==> src/rtl/pixel_pkg.sv <==
// pixel_pkg: shared frame geometry defaults, scheduler state encoding and batch derivation
package pixel_pkg;
    localparam int DEF_NUM_PIXELS = 8;
    localparam int DEF_H_RES = 640;
    localparam int DEF_V_RES = 480;
    typedef enum logic [2:0] {
        IDLE,
        NEW_FRAME,
        COMPUTE,
        PUSH,
        PUSH_LAST,
        DONE
    } state_e;
    function automatic int batches(input int h_res, input int v_res, input int num_pixels);
        return h_res * v_res / num_pixels;
    endfunction
endpackage

==> src/rtl/batch_scheduler.sv <==
// batch_scheduler: sequences one pixel_processor through a frame and pushes each batch result downstream
module batch_scheduler
    import pixel_pkg::*;
#(
    parameter int NUM_PIXELS = DEF_NUM_PIXELS,
    parameter int H_RES = DEF_H_RES,
    parameter int V_RES = DEF_V_RES,
    parameter int COUNT_WIDTH = 16
) (
    input  logic                   clk,
    input  logic                   reset_n,
    input  logic                   enable,
    input  logic                   frame_start,
    input  logic                   result_ready,
    input  logic                   fifo_full,
    output logic                   new_frame,
    output logic                   start_next_batch,
    output logic                   fifo_push,
    output logic                   busy,
    output logic                   frame_done,
    output logic                   frame_overrun,
    output logic [COUNT_WIDTH-1:0] batch_count
);
    localparam int BATCHES = batches(H_RES, V_RES, NUM_PIXELS);
    localparam logic [COUNT_WIDTH-1:0] LAST = COUNT_WIDTH'(BATCHES - 1);

    state_e                 state_q, state_d;
    logic [COUNT_WIDTH-1:0] count_q, count_d;
    logic                   overrun_q, overrun_d;

    // Next state and batch counter; a frame_start while busy restarts the frame from any state
    always_comb begin
        state_d = state_q;
        count_d = count_q;
        overrun_d = frame_start && state_q != IDLE && state_q != DONE;
        case (state_q)
            IDLE:      state_d = (frame_start && enable) ? NEW_FRAME : IDLE;
            NEW_FRAME: begin
                count_d = '0;
                state_d = COMPUTE;
            end
            COMPUTE:   state_d = (result_ready && !fifo_full) ? ((count_q == LAST) ? PUSH_LAST : PUSH) : COMPUTE;
            PUSH:      begin
                count_d = count_q + 1'b1;
                state_d = COMPUTE;
            end
            PUSH_LAST: begin
                count_d = count_q + 1'b1;
                state_d = DONE;
            end
            DONE:      state_d = IDLE;
            default:   state_d = IDLE;
        endcase
        if (frame_start && state_q != IDLE) state_d = NEW_FRAME;
    end

    // State, counter and overrun pulse registers
    always_ff @(posedge clk or negedge reset_n) begin
        if (!reset_n) begin
            state_q <= IDLE;
            count_q <= '0;
            overrun_q <= 1'b0;
        end else begin
            state_q <= state_d;
            count_q <= count_d;
            overrun_q <= overrun_d;
        end
    end

    assign new_frame = state_q == NEW_FRAME;
    assign start_next_batch = state_q == PUSH;
    assign fifo_push = state_q == PUSH || state_q == PUSH_LAST;
    assign busy = state_q != IDLE;
    assign frame_done = state_q == DONE;
    assign frame_overrun = overrun_q;
    assign batch_count = count_q;
endmodule

==> config.mk <==
export PLATFORM = sky130hd
export DESIGN_NAME = batch_scheduler
export DESIGN_NICKNAME = d
export VERILOG_FILES = /design/src/rtl/pixel_pkg.sv /design/src/rtl/batch_scheduler.sv
export SDC_FILE = /design/constraint.sdc
export NUM_CORES = 1
export LEC_CHECK = 0
export ABC_AREA = 0
export BUFFER_PORTS_ARGS = -buffer_cell sky130_fd_sc_hd__clkbuf_2
export CORE_MARGIN = 2
export CORE_UTILIZATION = 52
export CTS_BUF_LIST = sky130_fd_sc_hd__clkbuf_4
export CTS_CLUSTER_DIAMETER = 120
export CTS_CLUSTER_SIZE = 30
export DETAILED_ROUTE_END_ITERATION = 12
export GPL_TIMING_DRIVEN = 0
export PLACE_DENSITY_LB_ADDON = 0.12
export SYNTH_ARGS = -nofsm -noshare
export SYNTH_HDL_FRONTEND = slang
export SYNTH_SLANG_ARGS = --single-unit
==> constraint.sdc <==
create_clock -name clk -period 2.1 [get_ports clk]
set_input_delay 0.315 -clock clk [delete_from_list [all_inputs] [get_ports clk]]
set_output_delay 0.315 -clock clk [all_outputs]
set_load 0.01 [all_outputs]
==> results of run 1 <==
layout by cell type, fill, tap and decap left out:
cell type,count
a22oi_1,2
and3b_1,1
nand2_4,1
clkbuf_4,3
buf_4,1
buf_2,1
nor4b_1,1
o211ai_1,1
nand2_1,13
o21a_1,1
or3b_2,1
mux2i_1,8
a21o_1,1
nor2b_1,2
a21oi_2,1
or4b_1,1
and4_1,1
nor3_1,1
or3b_4,1
or3_1,1
a31oi_1,1
o21ai_0,9
clkbuf_2,27
nand4_1,7
nand3_1,8
a21oi_1,6
dfrtp_1,20
and3_1,4
nor4_1,1
a22o_1,2
nor2_1,5
inv_1,4
ha_1,1
nor4bb_1,3
nand3b_1,1
dlygate4sd3_1,1
o31ai_1,1
and2_1,4
cells by family after synthesis:
kind of cell               after synthesis
AOI/OAI and AO/OA                       25
adders and majority gates                1
buffers and inverters                    7
DFF                                     20
muxes                                    8
and+or+nand+nor                         57
path summary, 6_finish.rpt:
path                                 start              end  slack (ns)  depth (start not counted)
max in group asynchronous          reset_n   batch_count[5]        1.27                          2
max                             state_q[0]        new_frame        0.17                          4
min in group asynchronous          reset_n  batch_count[11]        0.48                          2
min                            frame_start       state_q[1]        0.20                          2
min reg2reg                batch_count[15]  batch_count[15]        0.51                          1
max reg2reg                     state_q[1]   batch_count[9]        0.37                          4
metrics by stage:
step	worst slack, ns	instances	util, %	total power, mW
after CTS	0.00177	176	66.2	0.755
after global routing	0.0479	175	66.2	0.784
after floorplan	0.579	118	-	0.512
after global placement	0.368	172	64.6	0.563
after detailed placement	0.355	172	64.6	0.567
final	0.167	175	66.2	0.748
worst max-delay path: stages, from the launching register on:
cell and delay, ns:
dfrtp_1 0.36, buf_2 0.19, or3b_2 0.55, inv_1 0.08
clkbuf_2 0.12
cell usage after synthesis, types with 3 or more instances:
cell	instances	share of area, %
nor2_1	5	1.7
dfrtp_1	20	45
mux2i_1	8	7.2
a21oi_1	6	2.7
nand4_1	7	3.9
o21ai_0	9	4.1
and2_1	4	2.3
inv_1	4	1.4
and3_1	4	2.3
nand2_1	13	4.4
nor4bb_1	3	2.7
nand3_1	8	3.6
cell type report:
cell class	instances	share of cell area, %
Buffer	1	0.382
Clock buffer	3	1.72
Inverter	4	1.15
Multi-Input combinational cell	91	44.4
Sequential cell	20	38.2
Tap cell	27	2.58
Timing Repair Buffer	29	11.6
routing by layer:
layer | vias up | GRT usage [%]
met5 | - | 0
met4 | 0 | 10.6
met3 | 5 | 2.98
met2 | 24 | 32.2
met1 | 456 | 29.3
li1 | 501 | -
power groups by stage:
stage	Sequential (mW)	Clock [mW]	Combinational (mW)
final	0.427	0.189	0.131
after global routing	0.434	0.201	0.150
after CTS	0.428	0.194	0.134
after detailed placement	0.435	0	0.132
after global placement	0.434	0	0.128
after floorplan	0.441	0	0.0707
flip-flops by register name, indices dropped and copies added, names as in the netlist:
name and count:
batch_count 16, frame_overrun 1, state_q 3
timing repair:
action,in CTS,in global routing
hold endpoints to repair,20,0
endpoints found under the setup margin,0,2
buffers inserted,0,1
hold buffers,1,0
gates resized for setup,0,0
==> key figures, run 1 <==
Drt
  – Post-route ant nets: 0
  – Met2 routed WL: 1140 um
  – Total wire length: around 2400 um
  – Metal1 wirelength: approximately 1100 um
  – Avg WL per Cell: 13.7 um
  – Pre-antenna DRT Iters: 4
  – Via count: 986
  – DR WL met3: 91 um
  – Via/cell ratio: 5.63
  – Initial DRC Count: 18
  – Uppermost layer routed: met4
  – Post-route DRC: 0

CTS
  – Inserted Clock Buffers: 3
  – Maximum root-to-sink buffer count: 2
  – Num Clock Sinks: 20
  – H-tree depth: 1
  – Clk slew on worst S/H paths: approximately 0.12 ns
  – Clock Latency Late Sink: 0.31 ns
  – CTS Root Cell: clkbuf_4
  – CTS tree: done

Logic synthesis
  – Compound-Gate Fraction of Synth Area: 13.7%
  – Mux cell area share after synthesis: 7.21%
  – Synth Area in XOR/XNOR: 0%
  – Post-Synth Adder-Cell Area: 1.13%
  – Post-Syn Instances: between 100 and 150
  – Number of distinct library cells after synthesis: 35
  – Main combinational cell family by area after synthesis: simple AND/OR/NAND/NOR gates
  – Asr flop ratio synth: between 90% and 100%
  – Avg Cell Area, Syn: 9.42 sq um
  – Number of synthesized flops with an enable pin: 0
  – Warnings from Yosys: 0
  – Synth Register Bits: 20
  – Sequential share of the synthesized area: 45.0%
  – Synth Flop Type: dfrtp_1
  – Mapped Nets: 125
  – Simple-gate share of the synthesized area: 30.3%
  – Post-synthesis cell area: 1110 sq um

Pwr
  – Clock power frac: 25.3%
  – Gate power share: 17.6%
  – Switching part of the total power: 29.6%
  – Sw Pwr: 0.222 mW
  – PD cells: 570 nW/um^2
  – Reg power frac: 57.1%
  – Pleak: 0.667 nW
  – Int Power: between 0.5 and 0.6 mW
  – VDD IR max: 0.537 mV

Status
  – Status: completed

Place
  – HPWL Detailed: between 1500 and 2000 um
  – Post-placement cell area: 1280 sq um
  – Placer Congestion: 0.835
  – PortBufs: 27

Timing
  – Final setup viols: 0
  – Final Cycle Share: 92.0%
  – Final min period: 1.93 ns
  – Worst hold slack: between 0.2 and 0.25 ns
  – Setup_tns: 0 ns
  – Number of failing hold endpoints at the final stage: 0
  – Worst slew margin: 49.8%
  – Highest clock rate: 0.517 GHz
  – Slew of the pin with the lowest slew margin: 0.732 ns
  – Final Skew: 0.00856 ns
  – RSZ-0062 raised after global routing: false
  – Count of final max-slew check failures: 0

Floorplanning
  – Num rows: 16
  – Total die area: between 2000 and 3000 sq um
  – Die W: 50.2 um
  – Ports: 28
  – Die H: 50.2 um
  – Core area: 1980 sq um
  – Starting Density: 56.1%

Global routing
  – Grt total ovfl: 0
  – Number of global-route vias before repair: 869
  – First-pass GRT wire length: 4020 um
  – GRT Total Usage: 21.1%
  – Largest net degree at the start of global routing: 21
  – Initial antenna violation count: 0

Finish
  – Multi-input gate area: roughly 580 sq um
  – Register area: 500 sq um
  – Layout cell share with drive strength beyond 1: between 20 and 25%
  – # fillers: between 150 and 200
  – # diodes: 0
  – Layout area overhead: 18.0%
  – Final Instance Area: around 1300 sq um
  – Final #Nets: 157

Setup path
  – Critical path capture point type: output port
  – Crit-path max FO: 10
  – Critical path launch point type: flop
  – WP data required: 1.78 ns
  – WP data arrival: 1.62 ns
  – Critical path class: flop to output port

Worst hold path
  – Hold Crit Class: primary input to flop

Job
  – Max Cap Violations: 0
(Power assumes the default switching activity.)
==> inputs of run 2 (changes only) <==
Settings changed: CORE_MARGIN 2 to not set, CORE_UTILIZATION 52 to 31, CTS_BUF_LIST sky130_fd_sc_hd__clkbuf_4 to sky130_fd_sc_hd__clkbuf_8.
==> run 2 against run 1 <==
Effect of this change: sequential share of layout area fell by 1.5 points; clock-buffer cell count increased by 1; clock power is 60% higher; routed wire length grew 11%; final cell count increased by 11%; design area increased by 4.1%; die area is 52% higher; non-clock buffer count stayed put; first-iteration DRC count grew 110%; worst setup slack better by 0.036 ns; highest routed layer unchanged; sequential power barely moved; register-to-register slack improved by 0.02 ns.
==> key figures, run 2 (synthesized netlist as in run 1, its figures left out) <==
Pwr
  – Pleak: ~0.7 nW
  – PD cells: approximately 630 nW/um^2
  – Switching part of the total power: 27.5%
  – Reg power frac: between 40% and 50%
  – Sw Pwr: between 0.2 and 0.25 mW
  – VDD IR max: between 0.2 and 0.3 mV
  – Clock power frac: a little over a third
  – Int Power: approximately 0.63 mW
  – Gate power share: 15.4%

Setup path
  – Crit-path max FO: 10
  – WP data required: 1.78 ns
  – Critical path capture point type: output port
  – Critical path launch point type: flop
  – WP buf/inv: 3
  – Worst path cell trace: buf_2, or3b_2, inv_1, clkbuf_2
  – Worst path max stage delay: 0.57 ns
  – Critical path class: flop to output port
  – Crit-path leading delay family: simple AND/OR/NAND/NOR gates
  – Slowest CP cell: or3b_2
  – WP data arrival: 1.58 ns

Finish
  – Final Instance Area: 1370 sq um
  – Max reg flops: 16
  – Layout area overhead: 22.9%
  – # diodes: 0
  – Layout cell share with drive strength beyond 1: 25.5%
  – Commonest non-fill, non-tap cell in the layout: clkbuf_2
  – Commonest non-fill, non-tap cells in the layout: clkbuf_2 (27), dfrtp_1 (20), nand2_1 (13)
  – Final #Nets: 157

Place
  – HPWL Detailed: 1970 um
  – Placer Congestion: about 0.76
  – Placement Setup Slack: about 0.35 ns
  – PortBufs: 27
  – Post-placement cell area: about 1300 sq um

Timing
  – Worst slew margin: 44.6%
  – Final Cycle Share: 90.3%
  – Final setup viols: 0
  – Count of final max-slew check failures: 0
  – Final Skew: between 0.0008 and 0.0009 ns
  – Final min period: about 1.9 ns
  – Slew of the pin with the lowest slew margin: 0.808 ns
  – Final setup margin: 0.203 ns
  – Setup_tns: 0 ns
  – Number of failing hold endpoints at the final stage: 0
  – Highest clock rate: around 0.53 GHz
  – RSZ-0062 raised after global routing: false

CTS
  – CTS Root Cell: clkbuf_8
  – Maximum root-to-sink buffer count: 2
  – Post-CTS Setup Bufs: 0
  – H-tree depth: 1
  – Post_cts resized: 0
  – CTS tree: done
  – Inserted Clock Buffers: 3
  – Clk slew on worst S/H paths: 0.08 ns
  – Clock Latency Late Sink: between 0.2 and 0.3 ns
  – Num Clock Sinks: 20
  – Hold Buf Count CTS: 0

Floorplanning
  – Starting Density: 32.8%
  – Core area: 3390 sq um
  – Die W: 61.9 um
  – Die H: 61.9 um
  – Num rows: 21
  – Total die area: ~3800 sq um
  – Ports: 28

Global routing
  – Largest net degree at the start of global routing: 21
  – Grt total ovfl: 0
  – GRT Total Usage: 15.3%
  – Number of global-route vias before repair: roughly 940
  – First-pass GRT wire length: 4310 um
  – Initial antenna violation count: 0

Drt
  – Via/cell ratio: approximately 5.3
  – Post-route ant nets: 0
  – Post-route DRC: 0
  – Via count: 1025
  – Avg WL per Cell: roughly 14 um
  – Pre-antenna DRT Iters: 4
  – Total wire length: between 2000 and 3000 um
  – Initial DRC Count: 37

Job
  – Max Cap Violations: 0

Worst hold path
  – Hold Crit Class: primary input to asynchronous set/reset pin

Status
  – Status: completed
==> run 2: changes by cell type in the layout (fill, tap and decap cells not counted), sizes merged <==
cell,before,now
dlygate4sd3,1,0
clkbuf,30,31
buf,2,3
==> run 2: power groups by stage <==
| stage | logic, mW | clock network (mW) | registers [mW] |
|---|---|---|---|
| detailed placement | 0.134 | 0 | 0.439 |
| finish | 0.133 | 0.302 | 0.429 |
| floorplan | 0.0707 | 0 | 0.441 |
| global route | 0.153 | 0.329 | 0.435 |
| global placement | 0.131 | 0 | 0.436 |
| CTS | 0.135 | 0.315 | 0.431 |
==> run 2: through the flow <==
stage	hold slack [ns]	total power [mW]	util [%]	cells
floorplan	0.0194	0.512	-	118
global placement	0.312	0.566	38.5	191
detailed placement	0.326	0.573	38.5	191
CTS	0.0353	0.881	40.1	195
global route	0.0514	0.917	40.3	195
finish	0.0184	0.864	40.3	195
==> run 2: path summary, 6_finish.rpt <==
path	from	endpoint	slack [ns]	depth (start not counted)
max	state_q[0]	new_frame	0.20	4
min	reset_n	batch_count[10]	0.02	1
max reg2reg	state_q[0]	batch_count[12]	0.39	5
min reg2reg	batch_count[0]	batch_count[0]	0.53	1
max in group asynchronous	reset_n	state_q[2]	1.73	1
min in group clk	frame_start	state_q[1]	0.27	2
==> run 2: worst register-to-register path: cells and delay by family (launching register included) <==
family	cells	cell delay, ns
buffers and inverters	2	0.35
and+or+nand+nor	1	0.08
muxes	1	0.65
DFF	1	0.35
AOI/OAI and AO/OA	1	0.20
==> run 2: metal layers <==
metal	up-vias	part of all wire [%]	GRT usage (%)
met5	-	0	0
met4	0	0.30	4.13
met3	2	4.8	3.11
met2	27	46	22.9
met1	496	49	22.3
li1	500	-	-
==> run 2: area by class of cell <==
class	instances	area, sq um
Buffer	1	5.00
Tap cell	46	57.6
Sequential cell	20	500
Multi-Input combinational cell	91	582
Timing Repair Buffer	29	150
Inverter	4	15.0
Clock buffer	4	55.1
Fill cell	352	2020
==> inputs of run 3 (changes only) <==
Settings changed: ABC_AREA 0 to 1.
==> run 3 against run 2 <==
Effect of this change: worst hold slack gained 0.0060 ns; area after synthesis rose by 15%; die area grew 15%; register-to-register slack better by 0.28 ns.
==> key figures, run 3 <==
CTS
  – H-tree depth: 1
  – Post-CTS Setup Bufs: 0
  – Maximum root-to-sink buffer count: 2
  – Clock Latency Late Sink: 0.26 ns
  – CTS tree: done
  – Inserted Clock Buffers: 3
  – Clk slew on worst S/H paths: 0.08 ns
  – Hold Buf Count CTS: 0
  – Post_cts resized: 0
  – Num Clock Sinks: 20
  – CTS Root Cell: clkbuf_8

Drt
  – Via count: 1190
  – Post-route DRC: 0
  – Total wire length: 3090 um
  – Initial DRC Count: 57
  – Pre-antenna DRT Iters: 4
  – Avg WL per Cell: 11.8 um
  – Via/cell ratio: 4.56
  – Post-route ant nets: 0

Timing
  – Count of final max-slew check failures: 0
  – Final setup viols: 0
  – Final Skew: 0.00155 ns
  – Number of failing hold endpoints at the final stage: 0
  – RSZ-0062 raised after global routing: false
  – Slew of the pin with the lowest slew margin: 0.536 ns
  – Setup_tns: 0 ns
  – Highest clock rate: 0.551 GHz
  – Final Cycle Share: between 80% and 90%
  – Final min period: 1.82 ns
  – Worst slew margin: 64.3%
  – Final setup margin: between 0.2 and 0.3 ns

Logic synthesis
  – Most common cell in the netlist: nand2_1
  – Post-Syn Instances: 181
  – Top-area cell type share of the netlist area: 39.0%
  – Synth Flop Type: dfrtp_1
  – Warnings from Yosys: 0
  – Post-synthesis cell area: 1280 sq um
  – Synth Register Bits: 20
  – Number of distinct library cells after synthesis: 26
  – Synth area leader: dfrtp_1
  – Asr flop ratio synth: 100%
  – Synth cell count leaders: nand2_1 (49), inv_1 (28), dfrtp_1 (20), nand3_1 (20), nor2_1 (15)
  – Number of synthesized flops with an enable pin: 0
  – Sequential share of the synthesized area: 39.0%
  – Mapped Nets: approximately 190
  – Avg Cell Area, Syn: 7.09 sq um
  – Most area-consuming cells after synthesis: dfrtp_1 (39%), nand2_1 (14%), inv_1 (8.2%)

Setup path
  – Worst path cell trace: inv_2, nand2_2, o21ai_4, buf_6, clkbuf_2
  – Crit-path leading delay family: buffers and inverters
  – R2R Path End: state_q[2]
  – Register-to-Register Setup Slack: 0.67 ns
  – WP data arrival: 1.50 ns
  – Slowest CP cell: dfrtp_1
  – R2R depth: 6
  – RR Startpoint: batch_count[0]
  – CP startpoint: state_q[2]
  – Crit-path max FO: 10
  – WP buf/inv: 3
  – Critical path class: flop to output port
  – Critical path capture point type: output port
  – Worst path max stage delay: between 0.3 and 0.4 ns
  – Critical path launch point type: flop
  – WP data required: 1.78 ns
  – Worst setup path end: fifo_push
  – Cell depth of the worst setup path: 5

Finish
  – # fillers: 450
  – Multi-input gate area: ~650 sq um
  – Commonest non-fill, non-tap cells in the layout: nand2_1 (49), inv_1 (28), clkbuf_2 (27)
  – Final #Nets: 220
  – Commonest non-fill, non-tap cell in the layout: nand2_1
  – Layout area overhead: 18.6%
  – Register area: 500 sq um
  – Max reg flops: 16
  – Layout cell share with drive strength beyond 1: 24.2%
  – # diodes: 0
  – Final Instance Area: 1520 sq um

Global routing
  – First-pass GRT wire length: roughly 5000 um
  – GRT Total Usage: 15.2%
  – Grt total ovfl: 0
  – Initial antenna violation count: 0
  – Number of global-route vias before repair: 1127
  – Largest net degree at the start of global routing: 21

Floorplanning
  – Core area: 4000 sq um
  – Starting Density: 32.1%
  – Total die area: 4400 sq um
  – Ports: 28
  – Num rows: 23
  – Die W: 66.3 um
  – Die H: ~66 um

Place
  – Placer Congestion: 0.827
  – Placement Setup Slack: 0.550 ns
  – HPWL Detailed: 2360 um
  – Post-placement cell area: 1480 sq um
  – PortBufs: 27

Worst hold path
  – Hold Crit Class: primary input to asynchronous set/reset pin

Pwr
  – Pleak: between 0.8 and 0.9 nW
  – Total design power: between 1 and 1.5 mW
  – VDD IR max: 0.444 mV
  – PD cells: 730 nW/um^2

Job
  – Max Cap Violations: 0

Status
  – Status: completed
## run 3: layout make-up
class / instances / area share, %
Multi-Input combinational cell: 129 / 43.0
Sequential cell: 20 / 32.9
Timing Repair Buffer: 27 / 8.88
Inverter: 31 / 7.65
Tap cell: 50 / 4.11
Clock buffer: 3 / 2.71
Buffer: 1 / 0.740
## run 3: cell families (layout without fill, tap and decap cells)
kind of cell | Yosys count | count (layout) | share of synthesized area (%)
AND/OR/NAND/NOR | 107 | 107 | 39.7
buffers and inverters | 32 | 62 | 9.95
AO/OA/AOI/OAI | 20 | 20 | 9.66
flip-flops | 20 | 20 | 39.0
adder cells (fa/ha/maj) | 1 | 1 | 0.975
XOR/XNOR | 1 | 1 | 0.683
## run 3: worst min-delay path by stage
| stage | start | end | slack [ns] | cells past startpoint |
|---|---|---|---|---|
| 6_report | reset_n | batch_count[6] | 0.02 | 1 |
| 3_3_place_gp | reset_n | batch_count[13] | 0.32 | 1 |
| 5_1_grt | reset_n | batch_count[13] | 0.07 | 1 |
| 4_1_cts | reset_n | batch_count[13] | 0.04 | 1 |
| 3_5_place_dp | reset_n | batch_count[13] | 0.33 | 1 |
| 2_1_floorplan | reset_n | batch_count[0] | 0.02 | 0 |
## run 3: report_power, final
part           internal, mW  switching [mW]  total, mW
clock                 0.128           0.129      0.257
sequential            0.426          0.0437      0.469
combinational         0.128           0.257      0.385
## run 3: worst register-to-register path: stages (launching register included)
cell and delay (ns):
dfrtp_1 0.41, ha_1 0.21, nand2_1 0.13, nand3b_4 0.23
nor2_2 0.13, nand3_1 0.10, a21oi_1 0.16
## run 3: per-layer routing
metal  global-route usage [%]  up-vias  share of wire [%]
met1                     20.3      530                 51
met4                     3.19        0               0.45
li1                         -      635                  -
met2                     25.1       23                 45
met5                        0        -                  0
met3                     2.93        2                4.0
## run 3: stage by stage
stage,hold slack [ns],instances,util [%]
2_1_floorplan,0.0194,181,-
3_3_place_gp,0.324,258,37.0
4_1_cts,0.0438,261,38.0
6_report,0.0244,261,38.0
3_5_place_dp,0.332,258,37.0
5_1_grt,0.0669,261,38.0
